==> src/rtl/hilo_pkg.sv <==
// rtl/hilo_pkg.sv - shared op encodings and FSM states for the HI/LO multiply/divide unit
package hilo_pkg;

    localparam logic [3:0] OP_MTHI  = 4'd0;
    localparam logic [3:0] OP_MTLO  = 4'd1;
    localparam logic [3:0] OP_MULT  = 4'd2;
    localparam logic [3:0] OP_MULTU = 4'd3;
    localparam logic [3:0] OP_MADD  = 4'd4;
    localparam logic [3:0] OP_MADDU = 4'd5;
    localparam logic [3:0] OP_MSUB  = 4'd6;
    localparam logic [3:0] OP_MSUBU = 4'd7;
    localparam logic [3:0] OP_DIV   = 4'd8;
    localparam logic [3:0] OP_DIVU  = 4'd9;

    typedef enum logic [1:0] {
        ST_IDLE = 2'd0,
        ST_DIV  = 2'd1,
        ST_FIX  = 2'd2
    } state_t;

endpackage

==> src/rtl/hilo_div_core.sv <==
// rtl/hilo_div_core.sv - restoring unsigned divide datapath, one quotient bit per step
module hilo_div_core #(
    parameter int WIDTH = 32
) (
    input  logic             clk,
    input  logic             rst_n,
    input  logic             load,
    input  logic             step,
    input  logic             flush,
    input  logic [WIDTH-1:0] dividend,
    input  logic [WIDTH-1:0] divisor,
    output logic [WIDTH-1:0] quotient,
    output logic [WIDTH-1:0] remainder,
    output logic             last
);

    localparam int CW = (WIDTH > 1) ? $clog2(WIDTH) : 1;

    logic [WIDTH-1:0] rem_q;
    logic [WIDTH-1:0] quo_q;
    logic [WIDTH-1:0] dvs_q;
    logic [CW-1:0]    cnt_q;
    logic [WIDTH:0]   trial;

    // Partial remainder stays below the divisor, so the shifted value fits in WIDTH+1 bits
    assign trial = {rem_q, quo_q[WIDTH-1]} - {1'b0, dvs_q};

    always_ff @(posedge clk or negedge rst_n) begin
        if (!rst_n) begin
            rem_q <= '0;
            quo_q <= '0;
            dvs_q <= '0;
            cnt_q <= '0;
        end else if (load) begin
            rem_q <= '0;
            quo_q <= dividend;
            dvs_q <= divisor;
            cnt_q <= CW'(WIDTH - 1);
        end else if (flush) begin
            cnt_q <= '0;
        end else if (step) begin
            if (!trial[WIDTH]) begin
                rem_q <= trial[WIDTH-1:0];
                quo_q <= {quo_q[WIDTH-2:0], 1'b1};
            end else begin
                rem_q <= {rem_q[WIDTH-2:0], quo_q[WIDTH-1]};
                quo_q <= {quo_q[WIDTH-2:0], 1'b0};
            end
            if (cnt_q != '0) begin
                cnt_q <= cnt_q - 1'b1;
            end
        end
    end

    assign quotient  = quo_q;
    assign remainder = rem_q;
    assign last      = (cnt_q == '0);

endmodule

==> src/rtl/hilo_muldiv_unit.sv <==
// rtl/hilo_muldiv_unit.sv - HI/LO registers with multiply, multiply-accumulate and iterative divide
module hilo_muldiv_unit
    import hilo_pkg::*;
#(
    parameter int WIDTH = 32
) (
    input  logic             Clk,
    input  logic             Rst_n,
    input  logic             Start,
    input  logic [3:0]       Op,
    input  logic [WIDTH-1:0] OpA,
    input  logic [WIDTH-1:0] OpB,
    input  logic             Flush,
    output logic             Busy,
    output logic             Done,
    output logic             DivByZero,
    output logic [WIDTH-1:0] ReadHi,
    output logic [WIDTH-1:0] ReadLo
);

    state_t state_q, state_d;

    logic [WIDTH-1:0] hi_q, lo_q;
    logic             done_q, dbz_q;
    logic             q_neg_q, r_neg_q;

    logic             accept;
    logic             is_div, is_signed_div, div_zero;
    logic             div_load, div_step, div_write;
    logic             a_neg, b_neg;
    logic [WIDTH-1:0] mag_a, mag_b;
    logic [WIDTH-1:0] core_quo, core_rem, core_last_q_unused;
    logic [WIDTH-1:0] fix_quo, fix_rem;
    logic             core_last;

    logic             mul_signed;
    logic [2*WIDTH-1:0] ext_a, ext_b, product, acc;

    assign accept        = Start & ~Busy & ~Flush;
    assign is_div        = (Op == OP_DIV) || (Op == OP_DIVU);
    assign is_signed_div = (Op == OP_DIV);
    assign div_zero      = (OpB == '0);

    assign a_neg = is_signed_div & OpA[WIDTH-1];
    assign b_neg = is_signed_div & OpB[WIDTH-1];
    assign mag_a = a_neg ? (~OpA + WIDTH'(1)) : OpA;
    assign mag_b = b_neg ? (~OpB + WIDTH'(1)) : OpB;

    // Signed/unsigned multiply share one product; sign extension selects the flavour
    assign mul_signed = (Op == OP_MULT) || (Op == OP_MADD) || (Op == OP_MSUB);
    assign ext_a   = {{WIDTH{mul_signed & OpA[WIDTH-1]}}, OpA};
    assign ext_b   = {{WIDTH{mul_signed & OpB[WIDTH-1]}}, OpB};
    assign product = ext_a * ext_b;
    assign acc     = {hi_q, lo_q};

    always_ff @(posedge Clk or negedge Rst_n) begin
        if (!Rst_n) begin
            state_q <= ST_IDLE;
        end else begin
            state_q <= state_d;
        end
    end

    always_comb begin
        state_d   = state_q;
        div_load  = 1'b0;
        div_step  = 1'b0;
        div_write = 1'b0;
        case (state_q)
            ST_IDLE: begin
                if (accept && is_div && !div_zero) begin
                    div_load = 1'b1;
                    state_d  = ST_DIV;
                end
            end
            ST_DIV: begin
                if (Flush) begin
                    state_d = ST_IDLE;
                end else begin
                    div_step = 1'b1;
                    if (core_last) begin
                        state_d = ST_FIX;
                    end
                end
            end
            ST_FIX: begin
                state_d = ST_IDLE;
                if (!Flush) begin
                    div_write = 1'b1;
                end
            end
            default: state_d = ST_IDLE;
        endcase
    end

    hilo_div_core #(
        .WIDTH(WIDTH)
    ) u_div_core (
        .clk       (Clk),
        .rst_n     (Rst_n),
        .load      (div_load),
        .step      (div_step),
        .flush     (Flush),
        .dividend  (mag_a),
        .divisor   (mag_b),
        .quotient  (core_quo),
        .remainder (core_rem),
        .last      (core_last)
    );

    assign core_last_q_unused = '0;
    assign fix_quo = q_neg_q ? (~core_quo + WIDTH'(1)) : core_quo;
    assign fix_rem = r_neg_q ? (~core_rem + WIDTH'(1)) : core_rem;

    always_ff @(posedge Clk or negedge Rst_n) begin
        if (!Rst_n) begin
            q_neg_q <= 1'b0;
            r_neg_q <= 1'b0;
        end else if (div_load) begin
            q_neg_q <= a_neg ^ b_neg;
            r_neg_q <= a_neg;
        end
    end

    always_ff @(posedge Clk or negedge Rst_n) begin
        if (!Rst_n) begin
            hi_q <= '0;
            lo_q <= '0;
        end else if (div_write) begin
            hi_q <= fix_rem;
            lo_q <= fix_quo;
        end else if (accept && !is_div) begin
            case (Op)
                OP_MTHI:            hi_q <= OpA;
                OP_MTLO:            lo_q <= OpA;
                OP_MULT, OP_MULTU:  {hi_q, lo_q} <= product;
                OP_MADD, OP_MADDU:  {hi_q, lo_q} <= acc + product;
                OP_MSUB, OP_MSUBU:  {hi_q, lo_q} <= acc - product;
                default: ;
            endcase
        end
    end

    // Completion covers single-cycle ops, divide-by-zero and an unflushed fix-up
    always_ff @(posedge Clk or negedge Rst_n) begin
        if (!Rst_n) begin
            done_q <= 1'b0;
            dbz_q  <= 1'b0;
        end else begin
            done_q <= (accept && (!is_div || div_zero)) || div_write;
            dbz_q  <= accept && is_div && div_zero;
        end
    end

    assign Busy      = (state_q != ST_IDLE);
    assign Done      = done_q;
    assign DivByZero = dbz_q;
    assign ReadHi    = hi_q;
    assign ReadLo    = lo_q;

endmodule

==> config.mk <==
export PLATFORM = sky130hd
export DESIGN_NAME = hilo_muldiv_unit
export DESIGN_NICKNAME = d
export VERILOG_FILES = /design/src/rtl/hilo_pkg.sv /design/src/rtl/hilo_div_core.sv /design/src/rtl/hilo_muldiv_unit.sv
export SDC_FILE = /design/constraint.sdc
export NUM_CORES = 2
export LEC_CHECK = 0
export CAP_MARGIN = 30
export CORE_MARGIN = 3
export CORE_UTILIZATION = 27
export CTS_CLUSTER_SIZE = 16
export DETAILED_ROUTE_END_ITERATION = 16
export SYNTH_ARGS = -nofsm -noshare
export SYNTH_HDL_FRONTEND = slang
export SYNTH_SLANG_ARGS = --single-unit
==> constraint.sdc <==
create_clock -name Clk -period 5.7 [get_ports Clk]
set_input_delay 1.14 -clock Clk [delete_from_list [all_inputs] [get_ports Clk]]
set_output_delay 1.14 -clock Clk [all_outputs]
set_load 0.05 [all_outputs]
==> metrics.md <==
| Metric | Value |
|---|---|
| Critical Path Start Type | `input port` |
| Post-Syn Area | `~0.057 sq mm` |
| Initial antenna violation count | `11` |
| Routed WL per cell | `20.6 um` |
| Sequential-to-total area share from yosys stat | `under 10%` |
| Worst Path Buf+Inv | `11` |
| Max-Cap Viols | `0` |
| Core Region | `0.210 sq mm` |
| Root Buffer | `clkbuf_16` |
| Setup violators final | `58` |
| Port-buffer cells | `about 140` |
| Pin count of the biggest net entering global routing | `around 130` |
| Initial core utilization | `27.2%` |
| CP arrival | `11.03 ns` |
| P&R area growth vs syn | `34.1%` |
| Fillcell total | `between 20k and 25k` |
| Horiz. Die Dim | `467 um` |
| Final Critical Period | `10.61 ns` |
| Asr flop ratio synth | `100%` |
| EDFF count, synth | `0` |
| Count of pins over their slew limit | `0` |
| Remaining DRCs | `0` |
| GR Overflow Total | `0` |
| Htree depth | `4` |
| Routability cong. | `approximately 0.94` |
| CTS tree | `yes` |
| Syn nets | `8,362` |
| Clock Path Buffers | `3` |
| R2R cell count | `18` |
| Max Fclk | `~94 MHz` |
| Inserted Clock Buffers | `25` |
| Synth warnings | `0` |
| Vias in the first global route | `between 50k and 60k` |
| Gr usage total | `20.0%` |
| I/O Pins | `approximately 140` |
| Average cell area after synthesis | `approximately 8.5 sq um` |
| DIE HEIGHT | `between 400 and 500 um` |
| CP required | `6.12 ns` |
| Site row count | `between 150 and 200` |
| Post-DP HPWL | `roughly 180 mm` |
| Kind of critical path | `input port to register` |
| Failing checks | `negative setup slack` |
| Rel. slew slack | `30.1%` |
| Iter 0 DRT Violations | `between 3k and 4k` |
| Total die area | `0.218 sq mm` |
| Netlist cell types | `85` |
| Hold-fix buffers, CTS | `0` |
| Synth Area in Simple Gates | `15.6%` |
| DR vias/cell | `4.89` |
| Levels on crit path | `42` |
| Fin Clk Skew | `about 0.021 ns` |
| Crit end category | `register` |
| CTS sink cnt | `between 150 and 200` |
| Mux cell area share after synthesis | `0.740%` |
| Fin crit share | `186%` |
| Xor/xnor cell area share of the yosys netlist | `around 4.4%` |
| Commonest non-fill, non-tap cell in the layout | `inv_1` |
| Setup ws final | `-4.91 ns` |
| Largest family of logic cells by synthesized area | `adder cells` |
| Critical Path Fanout Max | `8` |
| CP top delay family | `adder cells` |
| Antenna Nets Post-Route | `0` |
| Flops & latches, synth | `171` |
| Non-filler cells, final | `around 11k` |
| Share of layout cells above drive strength 1 | `a little over a quarter` |
| Clk slew on worst S/H paths | `0.07 ns` |
| Ys flop type | `dfrtp_1` |
| Final Hold Fails | `0` |
| Hold WC Path Type | `register to register` |
| Least-Margin Pin Slew | `around 1.0 ns` |
| RSZ-0062 raised after global routing | `true` |
| Adder-cell share of the synthesized area | `a little under half` |
| Vias | `52.1k` |
| Worst path slowest cell | `fa_2` |
| Inst Count DP | `roughly 10k` |
| CP peak stage delay | `0.60 ns` |
| Compound-Gate Fraction of Synth Area | `13.1%` |
| First-pass GRT wire length | `336 mm` |
| Fin nets | `9,428` |
| Synthesized netlist cell count | `between 6k and 7k` |
| Post-Route WL | `between 200 and 250 mm` |
| Most used cell, CP | `fa_1` |
| Status | `finished with violations` |
| First drt pass iteration count | `6` |
| Clk Latency, worst-skew pair | `0.50 ns` |
| Commonest cells after routing, fill and taps aside | `1,185 x inv_1, 1,148 x buf_4, 1,078 x fa_1` |
| Worst hold path depth | `2` |
[final cells by class]
type	instances	area (sq um)	share of cell area [%]
timing repair buffer	1456	12700	16.5
inverter	1257	4760	6.20
antenna	10	25.0	0.0326
multi-input combinational	4937	50900	66.2
clock buffer	28	657	0.855
tap	2805	3510	4.57
clock inverter	5	56.3	0.0732
sequential	171	4280	5.57
[cell usage after synthesis, types with 31 or more instances]
| master | count | area share [%] |
|---|---|---|
| clkbuf_1 | 335 | 2.2 |
| nand2b_1 | 31 | 0.34 |
| nor3_1 | 75 | 0.65 |
| buf_1 | 67 | 0.44 |
| o21ai_0 | 288 | 2.5 |
| dfrtp_1 | 171 | 7.5 |
| o211ai_1 | 49 | 0.64 |
| xnor2_1 | 192 | 2.9 |
| fa_1 | 1128 | 39 |
| mux2i_1 | 39 | 0.68 |
| o21bai_1 | 46 | 0.60 |
| nand2_1 | 992 | 6.5 |
| inv_1 | 1255 | 8.2 |
| ha_1 | 380 | 8.3 |
| a21oi_1 | 320 | 2.8 |
| nor2_1 | 227 | 1.5 |
| xor2_1 | 92 | 1.4 |
| nand4_1 | 36 | 0.39 |
| a221oi_1 | 35 | 0.53 |
| a22oi_1 | 33 | 0.43 |
| nand3_1 | 77 | 0.67 |
| a211oi_1 | 40 | 0.52 |
| or3_1 | 33 | 0.36 |
| o31ai_1 | 54 | 0.71 |
| a21o_1 | 70 | 0.92 |
| and3_1 | 36 | 0.39 |
| and2_1 | 296 | 3.2 |
[metal layers]
layer / global-route usage (%) / wire length [um] / vias up
met1: 27.1 / 94200 / 26500
met2: 32.6 / 102000 / 1792
met5: 0 / 0 / -
li1: - / - / 23500
met3: 1.81 / 12800 / 315
met4: 8.17 / 10400 / 0
[repair_timing]
action	in CTS	in global routing
pin swaps	369	222
gates cloned	9	0
buffers inserted	162	40
endpoints found under the setup margin	58	58
resized for setup	652	198
[metrics by stage]
stage                     setup TNS, ns  setup slack, ns  utilization [%]  hold slack [ns]  area (sq um)
after floorplan                 -184.54            -4.72                -            0.439         59200
after CTS                       -211.68            -4.76             36.0            0.490         75700
after global placement          -284.55            -6.22             33.7            0.453         70800
after global routing            -232.84            -5.17             36.5            0.499         76900
after detailed placement        -283.87            -6.32             33.7            0.473         70900
final                           -216.61            -4.91             36.5            0.488         76900
[worst paths after layout]
path,start,slack [ns],end
min reg2reg,u_div_core.dvs_q[25],0.49,u_div_core.dvs_q[25]
min,u_div_core.dvs_q[25],0.49,u_div_core.dvs_q[25]
min in group asynchronous,Rst_n,0.57,u_div_core.cnt_q[0]
max reg2reg,u_div_core.quotient[31],1.17,u_div_core.remainder[0]
max in group asynchronous,Rst_n,3.99,u_div_core.quotient[8]
max,OpB[0],-4.91,ReadHi[29]
[kinds of logic after synthesis]
group,Yosys count
AOI/OAI and AO/OA,1173
adders and majority gates,1508
DFF,171
and+or+nand+nor,1928
xor gates and xnor gates,286
muxes,42
buffers and inverters,1674
[flip-flops by register name, summed over array words and instances (netlist names)]
name and count:
u_div_core.dvs_q 32, u_div_core.remainder 32, q_neg_q 1, u_div_core.cnt_q 5, DivByZero 1, Done 1
u_div_core.quotient 32, r_neg_q 1, state_q 2, ReadHi 32, ReadLo 32
[worst min-delay path: stages (launching register included)]
cell,delay [ns]
dfrtp_1,0.34
nand2_1,0.05
o21ai_0,0.06
Power is left out: the tool's default activity adds up to more than one toggle a clock period on the data nets, which glitch-free logic cannot reach.
